### config.mk
export PLATFORM = sky130hd
export DESIGN_NAME = ili9341_pix_feeder
export DESIGN_NICKNAME = d
export VERILOG_FILES = /design/src/rtl/pixfeed_pkg.sv /design/src/rtl/pixfeed_fifo.sv /design/src/rtl/ili9341_pix_feeder.sv
export SDC_FILE = /design/constraint.sdc
export NUM_CORES = 1
export LEC_CHECK = 0
export CAP_MARGIN = 10
export CORE_UTILIZATION = 50
export DETAILED_ROUTE_END_ITERATION = 8
export PLACE_DENSITY = 0.73
export SLEW_MARGIN = 10
export SYNTH_ARGS = -nofsm -noshare
export SYNTH_HDL_FRONTEND = slang
export SYNTH_SLANG_ARGS = --single-unit
export TNS_END_PERCENT = 10
### constraint.sdc
create_clock -name clk_16MHz -period 3.1 [get_ports clk_16MHz]
set_input_delay 0.31 -clock clk_16MHz [delete_from_list [all_inputs] [get_ports clk_16MHz]]
set_output_delay 0.31 -clock clk_16MHz [all_outputs]
set_load 0.005 [all_outputs]
### src/rtl/pixfeed_pkg.sv
// Shared definitions for the ILI9341 pixel feeder: register map, STATUS layout,
// FIFO entry format and output handshake states.
package pixfeed_pkg;

  localparam logic [3:0] ADDR_PIXEL       = 4'h0;
  localparam logic [3:0] ADDR_FILL_COLOUR = 4'h4;
  localparam logic [3:0] ADDR_FILL_COUNT  = 4'h8;
  localparam logic [3:0] ADDR_CTRL        = 4'hC;

  localparam int ST_FULL      = 0;
  localparam int ST_EMPTY     = 1;
  localparam int ST_FILL      = 2;
  localparam int ST_BUSY      = 3;
  localparam int ST_LEVEL_LSB = 8;

  localparam int ENTRY_W    = 17;
  localparam int MARKER_BIT = 16;

  typedef enum logic [1:0] {
    O_IDLE     = 2'd0,
    O_ASSERT   = 2'd1,
    O_WAIT_LOW = 2'd2
  } ostate_e;

endpackage

### src/rtl/pixfeed_fifo.sv
// Synchronous FIFO of {marker, rgb565} entries; push is allowed while full when
// a pop happens in the same cycle.
module pixfeed_fifo
  import pixfeed_pkg::*;
#(
  parameter int DEPTH = 16
) (
  input  logic                     clk_16MHz,
  input  logic                     resetn,
  input  logic                     push,
  input  logic [ENTRY_W-1:0]       wdata,
  input  logic                     pop,
  output logic [ENTRY_W-1:0]       rdata,
  output logic                     full,
  output logic                     empty,
  output logic [$clog2(DEPTH):0]   level
);

  localparam int AW = $clog2(DEPTH);

  logic [ENTRY_W-1:0] mem [DEPTH];
  logic [AW-1:0]      wr_ptr;
  logic [AW-1:0]      rd_ptr;
  logic [AW:0]        count;
  logic               do_push;
  logic               do_pop;

  assign do_pop  = pop && !empty;
  assign do_push = push && (!full || do_pop);

  always_ff @(posedge clk_16MHz) begin
    if (do_push) mem[wr_ptr] <= wdata;
  end

  always_ff @(posedge clk_16MHz) begin
    if (!resetn) begin
      wr_ptr <= '0;
      rd_ptr <= '0;
      count  <= '0;
    end else begin
      if (do_push) wr_ptr <= wr_ptr + 1'b1;
      if (do_pop)  rd_ptr <= rd_ptr + 1'b1;
      case ({do_push, do_pop})
        2'b10:   count <= count + 1'b1;
        2'b01:   count <= count - 1'b1;
        default: count <= count;
      endcase
    end
  end

  assign rdata = mem[rd_ptr];
  assign full  = (count == (AW+1)'(DEPTH));
  assign empty = (count == '0);
  assign level = count;

endmodule

### src/rtl/ili9341_pix_feeder.sv
// iomem-bus pixel feeder for the ILI9341 byte-stream driver: FIFO, busy-qualified
// strobe handshake, and an optional fill engine enabled by `define PIXFEED_FILL_EN.
module ili9341_pix_feeder
  import pixfeed_pkg::*;
#(
  parameter int FIFO_DEPTH = 16,
  parameter int CNT_W      = 17
) (
  input  logic        clk_16MHz,
  input  logic        resetn,
  input  logic        iomem_valid,
  output logic        iomem_ready,
  input  logic [3:0]  iomem_wstrb,
  input  logic [3:0]  iomem_addr,
  input  logic [31:0] iomem_wdata,
  output logic [31:0] iomem_rdata,
  input  logic        lcd_busy,
  output logic [15:0] lcd_pix_data,
  output logic        lcd_pix_clk,
  output logic        lcd_reset_cursor
);

  localparam int LVL_W = $clog2(FIFO_DEPTH) + 1;

  logic               fifo_push, fifo_pop, fifo_full, fifo_empty;
  logic [ENTRY_W-1:0] fifo_wdata, fifo_rdata;
  logic [LVL_W-1:0]   fifo_level;
  logic               is_write, hit_pixel, hit_marker, hit_count, hit_colour;
  logic               stall, accept, cpu_push;
  logic               fill_active, fill_push;
  logic [15:0]        fill_colour;
  logic [31:0]        status;
  logic               unused_bits;
  ostate_e            state_q, state_d;
  logic [15:0]        pix_data_d;
  logic               pix_clk_d, reset_cursor_d;

  assign is_write   = |iomem_wstrb;
  assign hit_pixel  = is_write && (iomem_addr == ADDR_PIXEL);
  assign hit_marker = is_write && (iomem_addr == ADDR_CTRL) && iomem_wdata[0];
  assign hit_count  = is_write && (iomem_addr == ADDR_FILL_COUNT);
  assign hit_colour = is_write && (iomem_addr == ADDR_FILL_COLOUR);

  // CPU pushes wait for FIFO space and never interleave with a running fill.
  assign stall    = ((hit_pixel || hit_marker) && (fifo_full || fill_active)) ||
                    (hit_count && fill_active);
  assign accept   = iomem_valid && !iomem_ready && !stall;
  assign cpu_push = accept && (hit_pixel || hit_marker);

  assign fifo_push  = cpu_push || fill_push;
  assign fifo_wdata = cpu_push ? {hit_marker, hit_marker ? 16'h0 : iomem_wdata[15:0]}
                               : {1'b0, fill_colour};
  assign unused_bits = ^iomem_wdata[31:CNT_W];

`ifdef PIXFEED_FILL_EN
  logic [CNT_W-1:0] fill_count;

  assign fill_push = fill_active && !fifo_full;

  always_ff @(posedge clk_16MHz) begin
    if (!resetn) begin
      fill_active <= 1'b0;
      fill_count  <= '0;
    end else begin
      if (fill_push) begin
        fill_count <= fill_count - 1'b1;
        if (fill_count == CNT_W'(1)) fill_active <= 1'b0;
      end
      if (accept && hit_count) fill_count <= iomem_wdata[CNT_W-1:0];
      // A colour write during a running fill only changes the colour.
      if (accept && hit_colour && !fill_active && (fill_count != '0)) fill_active <= 1'b1;
    end
  end

  always_ff @(posedge clk_16MHz) begin
    if (accept && hit_colour) fill_colour <= iomem_wdata[15:0];
  end
`else
  logic unused_fill;

  assign fill_active = 1'b0;
  assign fill_push   = 1'b0;
  assign fill_colour = 16'h0;
  assign unused_fill = ^{hit_colour, iomem_wdata[CNT_W-1:16]};
`endif

  always_comb begin
    status                           = '0;
    status[ST_FULL]                  = fifo_full;
    status[ST_EMPTY]                 = fifo_empty;
    status[ST_FILL]                  = fill_active;
    status[ST_BUSY]                  = lcd_busy;
    status[ST_LEVEL_LSB +: LVL_W]    = fifo_level;
  end

  always_ff @(posedge clk_16MHz) begin
    if (!resetn) begin
      iomem_ready <= 1'b0;
      iomem_rdata <= '0;
    end else begin
      iomem_ready <= accept;
      iomem_rdata <= (accept && !is_write) ? status : '0;
    end
  end

  pixfeed_fifo #(.DEPTH(FIFO_DEPTH)) u_fifo (
    .clk_16MHz (clk_16MHz),
    .resetn    (resetn),
    .push      (fifo_push),
    .wdata     (fifo_wdata),
    .pop       (fifo_pop),
    .rdata     (fifo_rdata),
    .full      (fifo_full),
    .empty     (fifo_empty),
    .level     (fifo_level)
  );

  always_comb begin
    state_d        = state_q;
    pix_data_d     = lcd_pix_data;
    pix_clk_d      = lcd_pix_clk;
    reset_cursor_d = lcd_reset_cursor;
    fifo_pop       = 1'b0;
    unique case (state_q)
      O_IDLE: begin
        if (!fifo_empty && !lcd_busy) begin
          fifo_pop = 1'b1;
          if (fifo_rdata[MARKER_BIT]) begin
            reset_cursor_d = 1'b1;
          end else begin
            pix_data_d = fifo_rdata[15:0];
            pix_clk_d  = 1'b1;
          end
          state_d = O_ASSERT;
        end
      end
      O_ASSERT: begin
        if (lcd_busy) begin
          pix_clk_d      = 1'b0;
          reset_cursor_d = 1'b0;
          state_d        = O_WAIT_LOW;
        end
      end
      // pix_data stays put here: the driver shifts out the low byte late.
      O_WAIT_LOW: begin
        if (!lcd_busy) state_d = O_IDLE;
      end
      default: state_d = O_IDLE;
    endcase
  end

  always_ff @(posedge clk_16MHz) begin
    if (!resetn) begin
      state_q          <= O_IDLE;
      lcd_pix_data     <= '0;
      lcd_pix_clk      <= 1'b0;
      lcd_reset_cursor <= 1'b0;
    end else begin
      state_q          <= state_d;
      lcd_pix_data     <= pix_data_d;
      lcd_pix_clk      <= pix_clk_d;
      lcd_reset_cursor <= reset_cursor_d;
    end
  end

endmodule
==> reports/qor.csv <==
metric,value,unit
status,completed,
dp_slack,-0.176,ns
routabilityCongestion,0.798,
hp-class,flip-flop to flip-flop,
timing.fmax,346,MHz
ys_ff_latch,318,
syn_to_final_growth,17.1,%
skew,0.00960,ns
fillCellCount,1701,
cts_sinks,318,
grt_pass1_vias,6557,
fin_crit,2.89,ns
cp_common_cell,or4_1,
synth_area_leaders,"edfxtp_1 65%, mux4_2 15%, dfxtp_1 7.4%",
slowest_delay,0.61,ns
antenna_found_initial,0,
final_common_cell,edfxtp_1,
fin_nets,801,
slew_headroom,55.1,%
arrival,3.36,ns
synth_top_area_cell,edfxtp_1,
port_buffers,54,
seq_area_frac_synth,72.5,%
ir_drop,0.456,mV
htree_levels,1,
start_kind,flip-flop,
grt_use_total,20.5,%
die_area,25700,um^2
cp_slowest_cell,or4_1,
multi_input_area,3160,um^2
grt_setup_unrepaired,no,
syn_area_per_cell,19.5,um^2
start_util,51.2,%
synth_fa_ha_area_share,0.899,%
grt_max_degree,37,
first_pass_iters,5,
ant_nets,0,
maxSlewViolCount,0,
grt_pass1_wl,39.3,mm
synth_area,12500,um^2
cp.required,3.57,ns
post_cts_buffers,0,
synth_top_area_share,65.2,%
avgViaCountPerCell,5.70,
cts.clk_slew.worst_paths,0.06,ns
yosys.area_share.xor_xnor,0.699,%
utilization,60.0,%
setup_ws,0.208,ns
numCtsBuffers,30,
fin_crit_sh,93.3,%
final_cell_mix,"272 x edfxtp_1, 85 x mux4_2, 54 x clkdlybuf4s50_1",
synthFlopType,edfxtp_1,
cellLeakagePower,0.00510,uW
syn_inst,643,
place_area,13700,um^2
hold_depth,1,
hpwl,15.6,mm
stdcell_area,14700,um^2
crit_type,flip-flop to flip-flop,
grt-ovfl-total,0,
remaining_drc_errors,0,
hold_viol_final,0,
seqCellArea,9100,um^2
synth-simple-area-share,4.22,%
cts_root_buffer,clkbuf_16,
vias,6244,
die_h,160,um
synth.distinct_cells,45,
synth_top_family_by_area,multiplexers,
crit_fanout,7,
core,24500,um^2
async_flop_share,0,%
yosysWarnings,0,
clock_latency,0.54,ns
cp-end-kind,flip-flop,
worstMarginPinSlew,0.673,ns
num_io_pins,95,
timing.critical_path.cells,or4_1 -> o21ai_1 -> inv_1 -> ha_2 -> xor2_1 -> ha_1 -> nand2b_1 -> a21boi_0 -> o21a_1 -> or4_1 -> a21oi_1,
wirelength,25.7,mm
synth.area.mux_share,15.4,%
cts_tree,built,
drtIter0Drc,577,
cap_violations,0,
synth-compound-area-share,2.99,%
finalSetupTns,0,ns
r2r_cells,11,
die_w,160,um
finalSetupViolCount,0,
synth_edf_count,272,
antenna_cells,0,
whs,0.464,ns
clock_path_buffers,3,
power.density,584,nW/um^2
drive_gt1_share,26.1,%
wl_per_cell,23.5,um
fp-row-count,57,
[critical path: cells and delay by family (launching register included)]
family / cells / cell delay (ns)
AOI/OAI and AO/OA: 4 / 0.62
and+or+nand+nor: 3 / 1.16
adders and majority gates: 2 / 0.44
DFF: 1 / 0.35
xor gates and xnor gates: 1 / 0.16
buffers and inverters: 1 / 0.10
[stage by stage]
stage | std cells | power (uW)
3_3_place_gp | 1040 | 4990
6_report | 1095 | 8570
2_1_floorplan | 666 | 4900
3_5_place_dp | 1040 | 5000
5_1_grt | 1095 | 8820
4_1_cts | 1095 | 8630
[cells in the mapped netlist, types with 2 or more instances]
cell,n
edfxtp_1,272
mux4_2,85
dfxtp_1,46
buf_4,26
nor2_1,26
inv_1,22
and2_1,20
nand2_1,11
nor3_1,11
a21oi_1,10
clkbuf_1,10
o2bb2ai_2,10
ha_1,9
buf_1,8
buf_2,8
xor2_1,8
nand3_1,6
o21ai_0,6
o2bb2ai_1,6
nand2b_1,5
and3_1,4
or4_1,3
a21boi_0,2
buf_6,2
nor2_2,2
nor2b_1,2
nor4_1,2
o311a_1,2
or3b_2,2
xnor2_1,2
[per-layer routing]
layer,part of all wire [%],vias up,GRT usage [%]
li1,-,2714,-
met1,40,3268,27.0
met3,5.8,43,3.51
met4,2.3,0,5.93
met2,52,219,35.5
met5,0,-,0
[flip-flops by register name, summed over array words and instances (netlist names), named ones only]
name and count:
iomem_ready 1, u_fifo.mem 272, u_fifo.rd_ptr 4, u_fifo.level 5, lcd_pix_clk 1, lcd_reset_cursor 1, state_q 2, u_fifo.wr_ptr 4
lcd_pix_data 16, iomem_rdata 8
[path summary, 6_finish.rpt]
kind,endpoint,from,slack (ns)
setup / recovery,u_fifo.level[4],u_fifo.level[0],0.21
hold / removal,lcd_pix_data[4],lcd_pix_data[4],0.46
setup reg to reg,u_fifo.level[4],u_fifo.level[0],0.21
hold reg to reg,lcd_pix_data[4],lcd_pix_data[4],0.46
[where the power goes]
part | switching (uW) | total (uW) | leakage [uW] | internal [uW]
combinational | 133 | 288 | 0.00148 | 155
clock | 1500 | 3660 | 0.000478 | 2160
sequential | 25.0 | 4620 | 0.00314 | 4590
total | 1650 | 8570 | 0.00510 | 6910
[cell type report]
class	count	area share, %
clock buffer	40	5.52
clock inverter	15	1.20
inverter	22	0.563
multi-input combinational	272	21.5
sequential	318	62.0
tap	324	2.76
timing repair buffer	104	6.41
[cells by family after synthesis]
family / count (synthesis)
flip-flops: 318
AND/OR/NAND/NOR: 101
multiplexers: 86
buffers and inverters: 76
AO/OA/AOI/OAI: 42
XOR/XNOR: 10
adder cells (fa/ha/maj): 9
other: 1
[timing repair]
item                       CTS  global route
hold buffers                 0             0
gates resized for setup      1             6
setup endpoints to repair    1             3
hold endpoints to repair     0             0
No activity file was read; power rests on OpenSTA's default activity.
